File: src/rtl/dbus_pkg.sv
// Shared types and address-decode helper for the data bus bridge.
package dbus_pkg;

    localparam int unsigned DBUS_REGION_MSB = 31;
    localparam int unsigned DBUS_REGION_LSB = 28;
    localparam int unsigned REGION_W        = DBUS_REGION_MSB - DBUS_REGION_LSB + 1;

    typedef enum logic [1:0] {
        IDLE   = 2'd0,
        ACCESS = 2'd1,
        RESP   = 2'd2
    } dbus_state_t;

    typedef struct packed {
        logic [REGION_W-1:0] idx;
        logic                mapped;
    } dbus_decode_t;

    function automatic dbus_decode_t dbus_decode(input logic [31:0] addr,
                                                 input int unsigned num_slaves);
        dbus_decode_t d;
        d.idx    = addr[DBUS_REGION_MSB:DBUS_REGION_LSB];
        d.mapped = (32'(d.idx) < num_slaves);
        return d;
    endfunction

endpackage

File: src/rtl/dbus_timeout_timer.sv
// Clearable up-counter that flags expiry on the LIMIT-th enabled cycle.
module dbus_timeout_timer #(
    parameter int unsigned LIMIT = 255
) (
    input  logic i_clk,
    input  logic i_rst_n,
    input  logic i_clear,
    input  logic i_en,
    output logic o_expired
);

    localparam int unsigned CNT_W = (LIMIT > 1) ? $clog2(LIMIT) : 1;

    logic [CNT_W-1:0] r_count;

    always_ff @(posedge i_clk) begin
        if (!i_rst_n) begin
            r_count <= '0;
        end else if (i_clear) begin
            r_count <= '0;
        end else if (i_en) begin
            r_count <= r_count + 1'b1;
        end
    end

    // r_count holds the number of enabled cycles already spent
    assign o_expired = i_en && (r_count == CNT_W'(LIMIT - 1));

endmodule

File: src/rtl/data_bus_bridge.sv
// Single-outstanding bridge from the core data port to NUM_SLAVES regions.
// Optional ACCESS timeout enabled by defining DBUS_TIMEOUT_EN.
//
// state  | meaning
// IDLE   | waiting for data_req_i, grant is combinational
// ACCESS | slave selected, waiting for its ready (or timeout)
// RESP   | one-cycle rvalid with registered rdata/err
module data_bus_bridge
    import dbus_pkg::*;
#(
    parameter int unsigned NUM_SLAVES     = 4,
    parameter int unsigned TIMEOUT_CYCLES = 255
) (
    input  logic                     clk,
    input  logic                     rst,
    input  logic                     data_req_i,
    output logic                     data_gnt_o,
    output logic                     data_rvalid_o,
    input  logic                     data_we_i,
    input  logic [3:0]               data_be_i,
    input  logic [31:0]              data_addr_i,
    input  logic [31:0]              data_wdata_i,
    output logic [31:0]              data_rdata_o,
    output logic                     data_err_o,
    output logic [NUM_SLAVES-1:0]    s_sel_o,
    output logic                     s_we_o,
    output logic [3:0]               s_be_o,
    output logic [31:0]              s_addr_o,
    output logic [31:0]              s_wdata_o,
    input  logic [NUM_SLAVES-1:0]    s_ready_i,
    input  logic [NUM_SLAVES*32-1:0] s_rdata_i,
    input  logic [NUM_SLAVES-1:0]    s_err_i
);

    if (NUM_SLAVES < 1 || NUM_SLAVES > (1 << REGION_W)) begin : g_bad_num_slaves
        $error("NUM_SLAVES must be between 1 and the number of address regions");
    end
    if (TIMEOUT_CYCLES < 1) begin : g_bad_timeout
        $error("TIMEOUT_CYCLES must be at least 1");
    end

    dbus_state_t         r_state, w_state_nxt;
    logic                r_we;
    logic [3:0]          r_be;
    logic [31:0]         r_addr;
    logic [31:0]         r_wdata;
    logic [REGION_W-1:0] r_idx;
    logic [31:0]         r_rdata, w_rdata_nxt;
    logic                r_err, w_err_nxt;

    dbus_decode_t          w_dec;
    logic                  w_accept;
    logic                  w_in_access;
    logic                  w_timeout;
    logic [NUM_SLAVES-1:0] w_onehot;
    logic                  w_slave_ready;
    logic                  w_slave_err;
    logic [31:0]           w_slave_rdata;

    assign w_dec       = dbus_decode(data_addr_i, NUM_SLAVES);
    assign w_in_access = (r_state == ACCESS);
    // rst gates the grant so a request seen during reset is never acknowledged
    assign w_accept    = (r_state == IDLE) && data_req_i && rst;

    for (genvar gi = 0; gi < NUM_SLAVES; gi++) begin : g_onehot
        assign w_onehot[gi] = (r_idx == REGION_W'(gi));
    end

    assign w_slave_ready = |(s_ready_i & w_onehot);
    assign w_slave_err   = |(s_err_i & w_onehot);

    always_comb begin
        w_slave_rdata = '0;
        for (int i = 0; i < NUM_SLAVES; i++) begin
            if (w_onehot[i]) begin
                w_slave_rdata = s_rdata_i[i*32 +: 32];
            end
        end
    end

`ifdef DBUS_TIMEOUT_EN
    dbus_timeout_timer #(
        .LIMIT(TIMEOUT_CYCLES)
    ) u_timeout_timer (
        .i_clk     (clk),
        .i_rst_n   (rst),
        .i_clear   (w_accept),
        .i_en      (w_in_access),
        .o_expired (w_timeout)
    );
`else
    assign w_timeout = 1'b0;
`endif

    always_comb begin
        w_state_nxt = r_state;
        w_rdata_nxt = r_rdata;
        w_err_nxt   = r_err;
        case (r_state)
            IDLE: begin
                if (w_accept) begin
                    if (w_dec.mapped) begin
                        w_state_nxt = ACCESS;
                    end else begin
                        w_state_nxt = RESP;
                        w_rdata_nxt = '0;
                        w_err_nxt   = 1'b1;
                    end
                end
            end
            ACCESS: begin
                // ready beats a coincident timeout
                if (w_slave_ready) begin
                    w_state_nxt = RESP;
                    w_err_nxt   = w_slave_err;
                    w_rdata_nxt = (r_we || w_slave_err) ? 32'd0 : w_slave_rdata;
                end else if (w_timeout) begin
                    w_state_nxt = RESP;
                    w_rdata_nxt = '0;
                    w_err_nxt   = 1'b1;
                end
            end
            RESP: begin
                w_state_nxt = IDLE;
            end
            default: begin
                w_state_nxt = IDLE;
            end
        endcase
    end

    always_ff @(posedge clk) begin
        if (!rst) begin
            r_state <= IDLE;
            r_we    <= 1'b0;
            r_be    <= '0;
            r_addr  <= '0;
            r_wdata <= '0;
            r_idx   <= '0;
            r_rdata <= '0;
            r_err   <= 1'b0;
        end else begin
            r_state <= w_state_nxt;
            r_rdata <= w_rdata_nxt;
            r_err   <= w_err_nxt;
            if (w_accept) begin
                r_we    <= data_we_i;
                r_be    <= data_be_i;
                r_addr  <= data_addr_i;
                r_wdata <= data_wdata_i;
                r_idx   <= w_dec.idx;
            end
        end
    end

    assign data_gnt_o    = w_accept;
    assign data_rvalid_o = (r_state == RESP);
    assign data_rdata_o  = data_rvalid_o ? r_rdata : 32'd0;
    assign data_err_o    = data_rvalid_o && r_err;

    assign s_sel_o   = w_in_access ? w_onehot : '0;
    assign s_we_o    = w_in_access && r_we;
    assign s_be_o    = w_in_access ? r_be : 4'd0;
    assign s_addr_o  = w_in_access ? r_addr : 32'd0;
    assign s_wdata_o = w_in_access ? r_wdata : 32'd0;

endmodule
File: config.mk
export PLATFORM = sky130hd
export DESIGN_NAME = data_bus_bridge
export DESIGN_NICKNAME = d
export VERILOG_FILES = /design/src/rtl/dbus_pkg.sv /design/src/rtl/dbus_timeout_timer.sv /design/src/rtl/data_bus_bridge.sv
export SDC_FILE = /design/constraint.sdc
export NUM_CORES = 1
export LEC_CHECK = 0
export CAP_MARGIN = 5
export CORE_AREA = 5 5 125 127
export DETAILED_ROUTE_END_ITERATION = 10
export DIE_AREA = 0 0 130 132
export GPL_ROUTABILITY_DRIVEN = 0
export GPL_TIMING_DRIVEN = 0
export PLACE_DENSITY = 0.81
export SYNTH_ARGS = -nofsm -noshare
export SYNTH_HDL_FRONTEND = slang
export SYNTH_SLANG_ARGS = --single-unit
File: constraint.sdc
create_clock -name clk -period 2.5 [get_ports clk]
set_clock_uncertainty 0.2 [all_clocks]
set_input_delay 0.5 -clock clk [delete_from_list [all_inputs] [get_ports clk]]
set_output_delay 0.5 -clock clk [all_outputs]
set_load 0.02 [all_outputs]
==> impl_table.tex <==
\begin{tabular}{lr}
\hline
Metric & Value \\
\hline
\multicolumn{2}{l}{\textbf{Status}} \\
Result of the run & completed \\
\multicolumn{2}{l}{\textbf{Placement}} \\
Buffers added on ports & 314 \\
Post-DP Area & 8879 sq um \\
HPWL Detailed & 16350 microns \\
Post-placement worst setup slack & -910.4 ps \\
\multicolumn{2}{l}{\textbf{Worst setup path}} \\
Required time of the critical path & 1800 ps \\
Worst path bufs/invs & 2 \\
Arrival time worst endpoint & 1730 ps \\
Setup crit end kind & primary output \\
Critical path peak fanout & 2 \\
Kind of launch point of the worst setup path & primary input \\
Max stage delay cell, worst path & clkdlybuf4s50\_1 \\
Cells along the critical path & clkdlybuf4s50\_1, or3b\_4, nor2\_1, clkdlybuf4s15\_2 \\
Category of the most critical setup path & in -> out \\
Largest delay contributor family on the critical path & buffers and inverters \\
Maximum single-stage delay on the critical path & 470 ps \\
\multicolumn{2}{l}{\textbf{Synth}} \\
Instance count of the mapped netlist & 625 \\
Post-synthesis instance area & 5505 sq um \\
Number of unique standard cell types used by synthesis & 27 \\
Combinational family with the most area after synthesis & simple AND/OR/NAND/NOR gates \\
Synthesized-area fraction occupied by adder cells & 0\% \\
Proportion of synthesized area in mux cells & 19.73\% \\
Dominant cell type by area after synthesis & dfxtp\_1 \\
FF+latch count, synth & 104 \\
Synthesized netlist net count & 833 \\
Area fraction of the dominant cell type after synthesis & 37.82\% \\
Portion of the post-synthesis area used by sequential elements & 37.82\% \\
Area fraction in compound gates after synthesis & 7.159\% \\
Synth Area in XOR/XNOR & 0\% \\
Synth area leaders & dfxtp\_1, mux4\_2, nand2\_1 \\
Simple-gate portion of the synthesized area & 30.48\% \\
Synthesized area divided by synthesized cell count & 8.808 sq um \\
Number of warnings reported in the yosys synthesis log & 0 \\
\multicolumn{2}{l}{\textbf{Power and ir drop}} \\
Peak supply drop & 0.3897 mV \\
Total power density per cell area & 452.2 nW/um\^{}2 \\
Total power draw & 4.119 mW \\
Sequential cell fraction of total power & 43.1\% \\
Reported net switching power & 1.044 mW \\
Internal power component & 3.075 mW \\
P\_leak & 3.721 nW \\
Switching share of total power & 25.34\% \\
Combinational cell fraction of total power & 22.1\% \\
Clock share of power & 34.8\% \\
\multicolumn{2}{l}{\textbf{Cells and area}} \\
Inserted Diodes & 0 \\
Area growth from synthesis to layout & 65.45\% \\
Proportion of layout cells with a drive suffix above 1 & 15.46\% \\
Final \#Nets & 1160 \\
Fin area & 9109 sq um \\
Fillcell total & 1266 \\
\multicolumn{2}{l}{\textbf{STA}} \\
Setup slack of the critical path after layout & 71.11 ps \\
Final cycle utilization of the critical path & 97.16\% \\
Hold slack & 248.7 ps \\
Unrepaired setup endpoints after global routing & yes \\
Max Transition Viols Final & 0 \\
Final setup TNS & 0 ps \\
Post-layout min period & 2429 ps \\
Worst rel slew slack & 51.68\% \\
Worst slew pin tran & 721.7 ps \\
\# setup viols final & 0 \\
Number of endpoints with negative hold slack in the final report & 0 \\
Maximum clock rate & 0.4117 GHz \\
\multicolumn{2}{l}{\textbf{Clock tree}} \\
Clock latency on the worst-skew pair & 350 ps \\
CTS max path bufs & 2 \\
CTS Sinks & 104 \\
Buffer type at the clock tree root & clkbuf\_16 \\
Total of hold buffers inserted after clock tree synthesis & 0 \\
CTS clock-pin slew for the worst setup and hold paths & 60 ps \\
Number of H-tree levels & 3 \\
Clock tree from TritonCTS & yes \\
TritonCTS Buffers & 9 \\
\multicolumn{2}{l}{\textbf{Routing}} \\
Vias/cell & 4.955 \\
DRC Markers & 0 \\
Total detailed-routing wirelength & 20330 microns \\
Total iterations of the first detailed-routing run & 4 \\
Drt wl/cell & 17.82 microns \\
Detailed router's first-iteration violation count & 287 \\
Antenna-violating nets left & 0 \\
Via count of the routed design & 5654 \\
\multicolumn{2}{l}{\textbf{Global routing}} \\
Global-route wire length before repair & 30950 microns \\
Antenna violations before repair & 0 \\
Met3 capacity usage during global routing & 7.942\% \\
Largest net degree at the start of global routing & 20 \\
Via count of the first global-routing pass & 5690 \\
Met2 capacity usage during global routing & 39.60\% \\
Total global-route track usage & 23.14\% \\
Overflow left after global routing & 0 \\
Most used routing layer in global routing & met2 \\
Met1 Use GR & 26.83\% \\
\multicolumn{2}{l}{\textbf{Die}} \\
Width of the die & 130 microns \\
Floorplan die area & 17160 sq um \\
Total I/O pin count & 316 \\
Die Y-Extent & 132 microns \\
Core footprint & 14310 sq um \\
Effective utilization at floorplan & 38.46\% \\
Number of core rows & 44 \\
\multicolumn{2}{l}{\textbf{Run}} \\
Max Cap Viol & 0 \\
\multicolumn{2}{l}{\textbf{Hold path}} \\
Worst hold path type & reg -> reg \\
\hline
\end{tabular}
synthesized netlist by cell type:
cell      count
nand2_1     172
dfxtp_1     104
and2_1      101
a21oi_1      70
clkbuf_1     45
mux4_2       34
mux2i_1      32
nand4b_1     32
buf_2         5
nor2_1        5
nor2b_1       4
buf_4         3
buf_6         3
inv_1         2
a221oi_1      1
a32oi_4       1
buf_1         1
inv_2         1
nand2b_1      1
nor3_1        1
nor3b_1       1
nor3b_2       1
nor4_1        1
nor4b_4       1
o21a_1        1
or2_2         1
or3b_2        1
metrics by stage:
step,std cells,utilization [%]
4_1_cts,1140,64.57
3_5_place_dp,1123,62.03
2_1_floorplan,625,-
6_report,1141,63.64
3_3_place_gp,1123,62.03
5_1_grt,1141,63.64
worst paths after layout:
kind / startpoint / endpoint / slack, ps / cells after the start
worst max register to register: r_addr[28] / r_rdata[4] / 340 / 4
worst max-delay path: data_req_i / data_gnt_o / 70 / 4
worst min register to register: r_wdata[8] / r_wdata[8] / 250 / 2
worst min-delay path: r_wdata[8] / r_wdata[8] / 250 / 2
flip-flops by register name, indices dropped and copies added (netlist names):
register and count:
r_addr 32, r_state 2, r_be 4, r_rdata 32, r_err 1, r_we 1, r_wdata 32
power by group through the flow:
stage / clock network [mW] / logic, mW / registers, mW
detailed placement: 0 / 0.910 / 1.81
finish: 1.43 / 0.911 / 1.78
CTS: 1.47 / 0.919 / 1.78
global route: 1.53 / 0.983 / 1.79
floorplan: 0 / 0.436 / 1.80
global placement: 0 / 0.899 / 1.81
placed cells by master, fill, tap and decap left out, drive strengths merged, types with 2 or more instances in the layout:
cell type / instances
clkdlybuf4s50: 206
nand2: 172
nor2b: 4
inv: 4
clkinv: 2
clkbuf: 87
buf: 20
dlygate4sd2: 33
dfxtp: 104
a21oi: 70
clkdlybuf4s15: 39
and2: 101
nor2: 5
nand4b: 32
nor3b: 2
mux2i: 32
mux4: 34
tightest hold or removal path: stages, from the launching register on:
cell     delay [ps]
dfxtp_1         300
nand2_1          50
a21oi_1          50
cells by family (layout without fill, tap and decap cells):
kind of cell	count (synthesis)	after routing
flip-flops	104	104
AND/OR/NAND/NOR	322	322
buffers and inverters	60	392
multiplexers	66	66
AO/OA/AOI/OAI	73	73
per-layer routing:
metal | vias up | part of all wire [%]
met3 | 33 | 8.6
met1 | 2658 | 39
met2 | 189 | 50
met4 | 0 | 2.7
met5 | - | 0
li1 | 2774 | -
timing repair:
item,in CTS,in global routing
endpoints found under the setup margin,108,67
pin swaps,1,1
resized for setup,221,67
buffers inserted,5,1
cell type report:
| class | count | area, sq um | area share (%) |
|---|---|---|---|
| timing repair buffer | 320 | 2998 | 32.91 |
| clock inverter | 4 | 52.55 | 0.5769 |
| buffer | 53 | 289.0 | 3.173 |
| clock buffer | 12 | 246.5 | 2.706 |
| multi-input combinational | 461 | 3191 | 35.03 |
| tap | 184 | 230.2 | 2.527 |
| sequential | 104 | 2091 | 22.95 |
| inverter | 3 | 11.26 | 0.1236 |
(Power assumes the default switching activity.)
==> variant 1: new RTL, same settings <==
The option `DBUS_TIMEOUT_EN` is turned on by a define.
--- a/src/rtl/data_bus_bridge.sv
+++ b/src/rtl/data_bus_bridge.sv
@@ -5,6 +5,8 @@
 // IDLE   | waiting for data_req_i, grant is combinational
 // ACCESS | slave selected, waiting for its ready (or timeout)
 // RESP   | one-cycle rvalid with registered rdata/err
+`define DBUS_TIMEOUT_EN
+
 module data_bus_bridge
     import dbus_pkg::*;
 #(
Behaviour: no difference found for any inputs over 4 cycles, from zero or initial values and one cycle with rst low; that may be too few to reach the edited logic, so the function may still have changed.
==> variant 1 against the original RTL <==
Non-clock buffer count increased by 5; synthesized cell count increased by 14%; critical path depth unchanged; highest routed layer unchanged; sequential cell count increased by 8; global-route usage increased by 1.2 points; critical endpoint is now s_sel_o[1]; worst setup slack improved by 0.0015 ns; design area increased by 4.1%; largest cell class unchanged; final cell count increased by 7.5%; area after synthesis increased by 6.7%; register-to-register slack got worse by 0.12 ns; total power increased by 7.5%; worst hold slack about the same; wire length increased by 7.4%; via count increased by 9.7%.
==> variant 1: results <==
<?xml version="1.0" encoding="UTF-8"?>
<metrics>
  <group name="run_status">
    <metric name="outcome" unit="">complete, no violations</metric>
  </group>
  <group name="logic_synthesis">
    <metric name="synthMuxAreaShare" unit="%">6.14</metric>
    <metric name="synth.top_cells.by_area" unit="">sky130_fd_sc_hd__dfxtp_1, sky130_fd_sc_hd__nand2_1, sky130_fd_sc_hd__and2_1, sky130_fd_sc_hd__o32ai_2, sky130_fd_sc_hd__mux2i_1</metric>
    <metric name="synth_fp_nets" unit="">924</metric>
    <metric name="sequential_element_share_of_the_synthesized_area" unit="%">38.2</metric>
    <metric name="synth_compound_gate_area_share" unit="%">20.8</metric>
    <metric name="yosys.area_share.adder" unit="%">0.426</metric>
    <metric name="synth-xor-area-share" unit="%">0.895</metric>
    <metric name="syn_avg_cell_area" unit="µm²">8.23</metric>
    <metric name="synthDistinctLibCells" unit="">37</metric>
  </group>
  <group name="final_layout">
    <metric name="fillCellCount" unit="">1254</metric>
    <metric name="final_layout_size_suffix_gt1_share" unit="%">13.8</metric>
  </group>
  <group name="drt">
    <metric name="detail_route.wl_per_cell" unit="µm">17.8</metric>
    <metric name="wl_met3" unit="mm">2.19</metric>
    <metric name="dr_total_vias" unit="">6201</metric>
    <metric name="viasPerCell" unit="">5.05</metric>
    <metric name="drt-initial-drc-count" unit="">221</metric>
    <metric name="met2_length" unit="mm">11.0</metric>
  </group>
  <group name="clocking">
    <metric name="insertion_delay" unit="ns">0.35</metric>
    <metric name="quantity_of_gates_resized_following_cts" unit="">233</metric>
    <metric name="cts_setup_buffers" unit="">2</metric>
    <metric name="clock_sink_count" unit="">112</metric>
  </group>
  <group name="critical_path">
    <metric name="worst_r2r_endpoint" unit="">r_rdata[15]$_SDFFE_PN0P_</metric>
    <metric name="worstRegToRegCells" unit="">6</metric>
    <metric name="r2r_setup_slack" unit="ns">0.22</metric>
    <metric name="crit-reg2reg-launch" unit="">r_addr[29]$_SDFFE_PN0P_</metric>
    <metric name="critPathMaxFanout" unit="">7</metric>
  </group>
  <group name="min_path">
    <metric name="hold_removal_path_class" unit="">reg -&gt; reg</metric>
  </group>
  <group name="power">
    <metric name="vdd_ir_drop_max" unit="µV">406</metric>
    <metric name="power_density" unit="nW/µm²">467</metric>
    <metric name="cellLeakagePower" unit="nW">3.74</metric>
  </group>
  <group name="placement">
    <metric name="dp_hpwl" unit="mm">17.4</metric>
    <metric name="placement.setup.worst_slack" unit="ns">-0.848</metric>
    <metric name="place_inst" unit="">1212</metric>
  </group>
  <group name="global_route">
    <metric name="grt_first_pass_wirelength" unit="mm">33.0</metric>
    <metric name="grt_pass1_vias" unit="">6100</metric>
    <metric name="grt_antenna_before_repair" unit="">0</metric>
    <metric name="maximum_number_of_pins_on_one_net_before_global_route_repair" unit="">18</metric>
  </group>
  <group name="timing">
    <metric name="worst_slew_margin_rel" unit="%">51.5</metric>
  </group>
</metrics>
## variant 1: how the worst max path moves through the flow
stage | start | end | slack [ns]
final | r_state[1]$_SDFFE_PN0P_ | s_sel_o[1] | 0.07
after global routing | r_state[1]$_SDFFE_PN0P_ | data_rdata_o[24] | -0.00002
after CTS | r_state[0]$_SDFFE_PN0P_ | s_wdata_o[20] | 0.003
after detailed placement | rst | data_gnt_o | -0.85
after global placement | rst | data_gnt_o | -0.87
after floorplan | rst | data_gnt_o | 0.22
## variant 1: layout make-up
cell class                      count  area share, %
Buffer                             62           3.71
Clock buffer                       11           2.45
Clock inverter                      5          0.858
Inverter                            3          0.158
Multi-Input combinational cell    534           35.1
Sequential cell                   112           23.7
Tap cell                          184           2.43
Timing Repair Buffer              316           31.6
## variant 1: report_power, final
group / total (mW) / switching, mW / internal (mW)
clock: 1.54 / 0.661 / 0.880
combinational: 0.981 / 0.465 / 0.516
sequential: 1.90 / 0.0396 / 1.86
## variant 1: logic make-up after synthesis
kind of cell             after synthesis
AO/OA/AOI/OAI                        143
XOR/XNOR                               6
adder cells (fa/ha/maj)                2
buffers and inverters                 68
flip-flops                           112
multiplexers                          36
AND/OR/NAND/NOR                      347
## variant 1: per-layer routing
layer	GRT usage (%)	vias to the layer above
li1	-	3085
met1	27.0	2855
met3	8.67	25
met5	0	-
met4	7.04	0
met2	43.4	236
## variant 1: critical path, stage by stage (launching register included)
cell,delay (ns)
sky130_fd_sc_hd__dfxtp_2,0.36
sky130_fd_sc_hd__nand2b_2,0.25
sky130_fd_sc_hd__or3_1,0.35
sky130_fd_sc_hd__nor2_1,0.09
sky130_fd_sc_hd__clkdlybuf4s15_1,0.33
==> variant 2: new RTL, same flow settings <==
Without the edit above. Take the reset off `r_rdata` and load it in a clocked block of its own.
--- a/src/rtl/data_bus_bridge.sv
+++ b/src/rtl/data_bus_bridge.sv
@@ -137,11 +137,9 @@
             r_addr  <= '0;
             r_wdata <= '0;
             r_idx   <= '0;
-            r_rdata <= '0;
             r_err   <= 1'b0;
         end else begin
             r_state <= w_state_nxt;
-            r_rdata <= w_rdata_nxt;
             r_err   <= w_err_nxt;
             if (w_accept) begin
                 r_we    <= data_we_i;
@@ -151,6 +149,10 @@
                 r_idx   <= w_dec.idx;
             end
         end
+    end
+
+    always_ff @(posedge clk) begin
+        r_rdata <= w_rdata_nxt;
     end
 
     assign data_gnt_o    = w_accept;
Function: no difference found for any inputs over 4 cycles, from zero or initial values and one cycle with rst low; that may be too few to reach the edited logic, so the function may still have changed.
==> variant 2 against the original RTL <==
Combinational power rose by 4.3%; design area shrank 1.7%; wire length is 1.1% higher; sequential cell count is the same; area after synthesis is 4.2% lower; non-clock buffer count increased by 16; first-iteration DRC count shrank 21%; total power is 1.4% higher; register-to-register slack got worse by 0.15 ns; via count grew 1.4%; worst setup slack gained 0.0067 ns; critical path type is now reg -> out; largest power group unchanged; highest routed layer is now met5.
==> variant 2: results <==
<?xml version="1.0" encoding="UTF-8"?>
<metrics>
  <group name="global_route">
    <metric name="grt_usage" unit="%">23.0</metric>
    <metric name="maximum_number_of_pins_on_one_net_before_global_route_repair" unit="">18</metric>
    <metric name="grt_antenna_before_repair" unit="">4</metric>
    <metric name="grt_first_pass_wirelength" unit="mm">30.5</metric>
  </group>
  <group name="timing">
    <metric name="hold_viol_final" unit="">0</metric>
    <metric name="worst_pin_slew" unit="ns">0.545</metric>
  </group>
  <group name="critical_path">
    <metric name="cpPeakStageDelay" unit="ns">0.32</metric>
    <metric name="critPathMaxFanout" unit="">10</metric>
    <metric name="worst_path_max_delay_cell" unit="">sky130_fd_sc_hd__nor4_4</metric>
  </group>
  <group name="placement">
    <metric name="place.port_buffers" unit="">315</metric>
    <metric name="placement.setup.worst_slack" unit="ns">-1.10</metric>
    <metric name="placement.cell_area" unit="µm²">8670</metric>
    <metric name="dp_hpwl" unit="mm">15.8</metric>
    <metric name="place_inst" unit="">1128</metric>
  </group>
  <group name="logic_synthesis">
    <metric name="netlist_instances" unit="">629</metric>
    <metric name="number_of_enable_type_register_cells_in_the_synthesized_netlist" unit="">32</metric>
    <metric name="synth_fp_nets" unit="">837</metric>
    <metric name="sequential_element_share_of_the_synthesized_area" unit="%">45.6</metric>
    <metric name="synthDistinctLibCells" unit="">34</metric>
    <metric name="synth_commonest_cells" unit="">sky130_fd_sc_hd__nand2_1, sky130_fd_sc_hd__and2_1, sky130_fd_sc_hd__o21ai_0</metric>
    <metric name="synth.top_cells.by_area" unit="">sky130_fd_sc_hd__dfxtp_1, sky130_fd_sc_hd__edfxtp_1, sky130_fd_sc_hd__and2_1, sky130_fd_sc_hd__nand2_1, sky130_fd_sc_hd__o21ai_0</metric>
  </group>
  <group name="clocking">
    <metric name="h-tree-depth" unit="">3</metric>
    <metric name="cts_max_path_buffers" unit="">2</metric>
    <metric name="worst_setup_hold_path_clk_slew" unit="ns">0.07</metric>
    <metric name="insertion_delay" unit="ns">0.35</metric>
  </group>
  <group name="final_layout">
    <metric name="final_cells" unit="">1165</metric>
    <metric name="final_layout_size_suffix_gt1_share" unit="%">17.6</metric>
    <metric name="fillCellCount" unit="">1279</metric>
    <metric name="finish.net_count" unit="">1181</metric>
  </group>
  <group name="power">
    <metric name="p_int" unit="mW">3.12</metric>
    <metric name="power_density" unit="nW/µm²">467</metric>
    <metric name="vdd_ir_drop_max" unit="µV">371</metric>
    <metric name="powerSeq" unit="mW">1.89</metric>
    <metric name="cellLeakagePower" unit="nW">3.56</metric>
    <metric name="portion_of_total_power_attributed_to_the_clock_network" unit="%">32.0</metric>
  </group>
  <group name="drt">
    <metric name="detailedRoute.firstPassIterationCount" unit="">5</metric>
    <metric name="dr_total_vias" unit="">5732</metric>
    <metric name="drt_wl_total" unit="mm">20.6</metric>
    <metric name="drt-initial-drc-count" unit="">228</metric>
  </group>
  <group name="run_status">
    <metric name="outcome" unit="">complete, no violations</metric>
  </group>
</metrics>
## variant 2: changes by cell type in the layout (fill, tap and decap cells not counted), sizes merged, moves of 13 or more
cell	before	now
dfxtp	104	72
edfxtp	0	32
clkbuf	87	100
o21ai	0	100
mux4	34	0
mux2i	32	2
a21oi	70	33
dlygate4sd2	33	17
a221o	0	31
nand4b	32	1
buf	20	48
## variant 2: area by class of cell
type | count | area [µm²] | area share, %
well taps | 184 | 230 | 2.57
clock buffers | 14 | 264 | 2.95
clock inverters | 2 | 13.8 | 0.154
flip-flops and latches | 104 | 2410 | 26.9
diodes | 3 | 7.51 | 0.0838
plain buffers | 56 | 373 | 4.16
repair buffers | 333 | 3020 | 33.7
multi-input cells | 469 | 2640 | 29.5
## variant 2: path summary, 6_finish.rpt
kind,startpoint,endpoint,slack (ns),cells after the start
setup reg to reg,r_addr[29]$_SDFFE_PN0P_,r_rdata[2]$_SDFFCE_PP0P_,0.19,7
setup / recovery,r_addr[28]$_SDFFE_PN0P_,s_sel_o[0],0.08,5
hold reg to reg,r_wdata[7]$_SDFFE_PN0P_,r_wdata[7]$_SDFFE_PN0P_,0.25,2
hold / removal,r_wdata[7]$_SDFFE_PN0P_,r_wdata[7]$_SDFFE_PN0P_,0.25,2
## variant 2: layer usage
layer	vias up	wire (µm)	GRT usage, %
li1	2837	-	-
met2	233	10300	41.1
met1	2615	7260	23.8
met4	2	774	10.6
met5	-	13	0
met3	45	2210	7.98
## variant 2: what timing repair did
item	CTS	global route
setup endpoints to repair	142	82
cloned	1	0
gates resized for setup	262	80
pin swaps	4	1
setup buffers	11	7
## variant 2: logic make-up after synthesis
group / after synthesis / share of synthesized area, %
DFF: 104 / 45.6
muxes: 2 / 0.380
AOI/OAI and AO/OA: 171 / 19.8
buffers and inverters: 57 / 5.60
and+or+nand+nor: 295 / 28.7
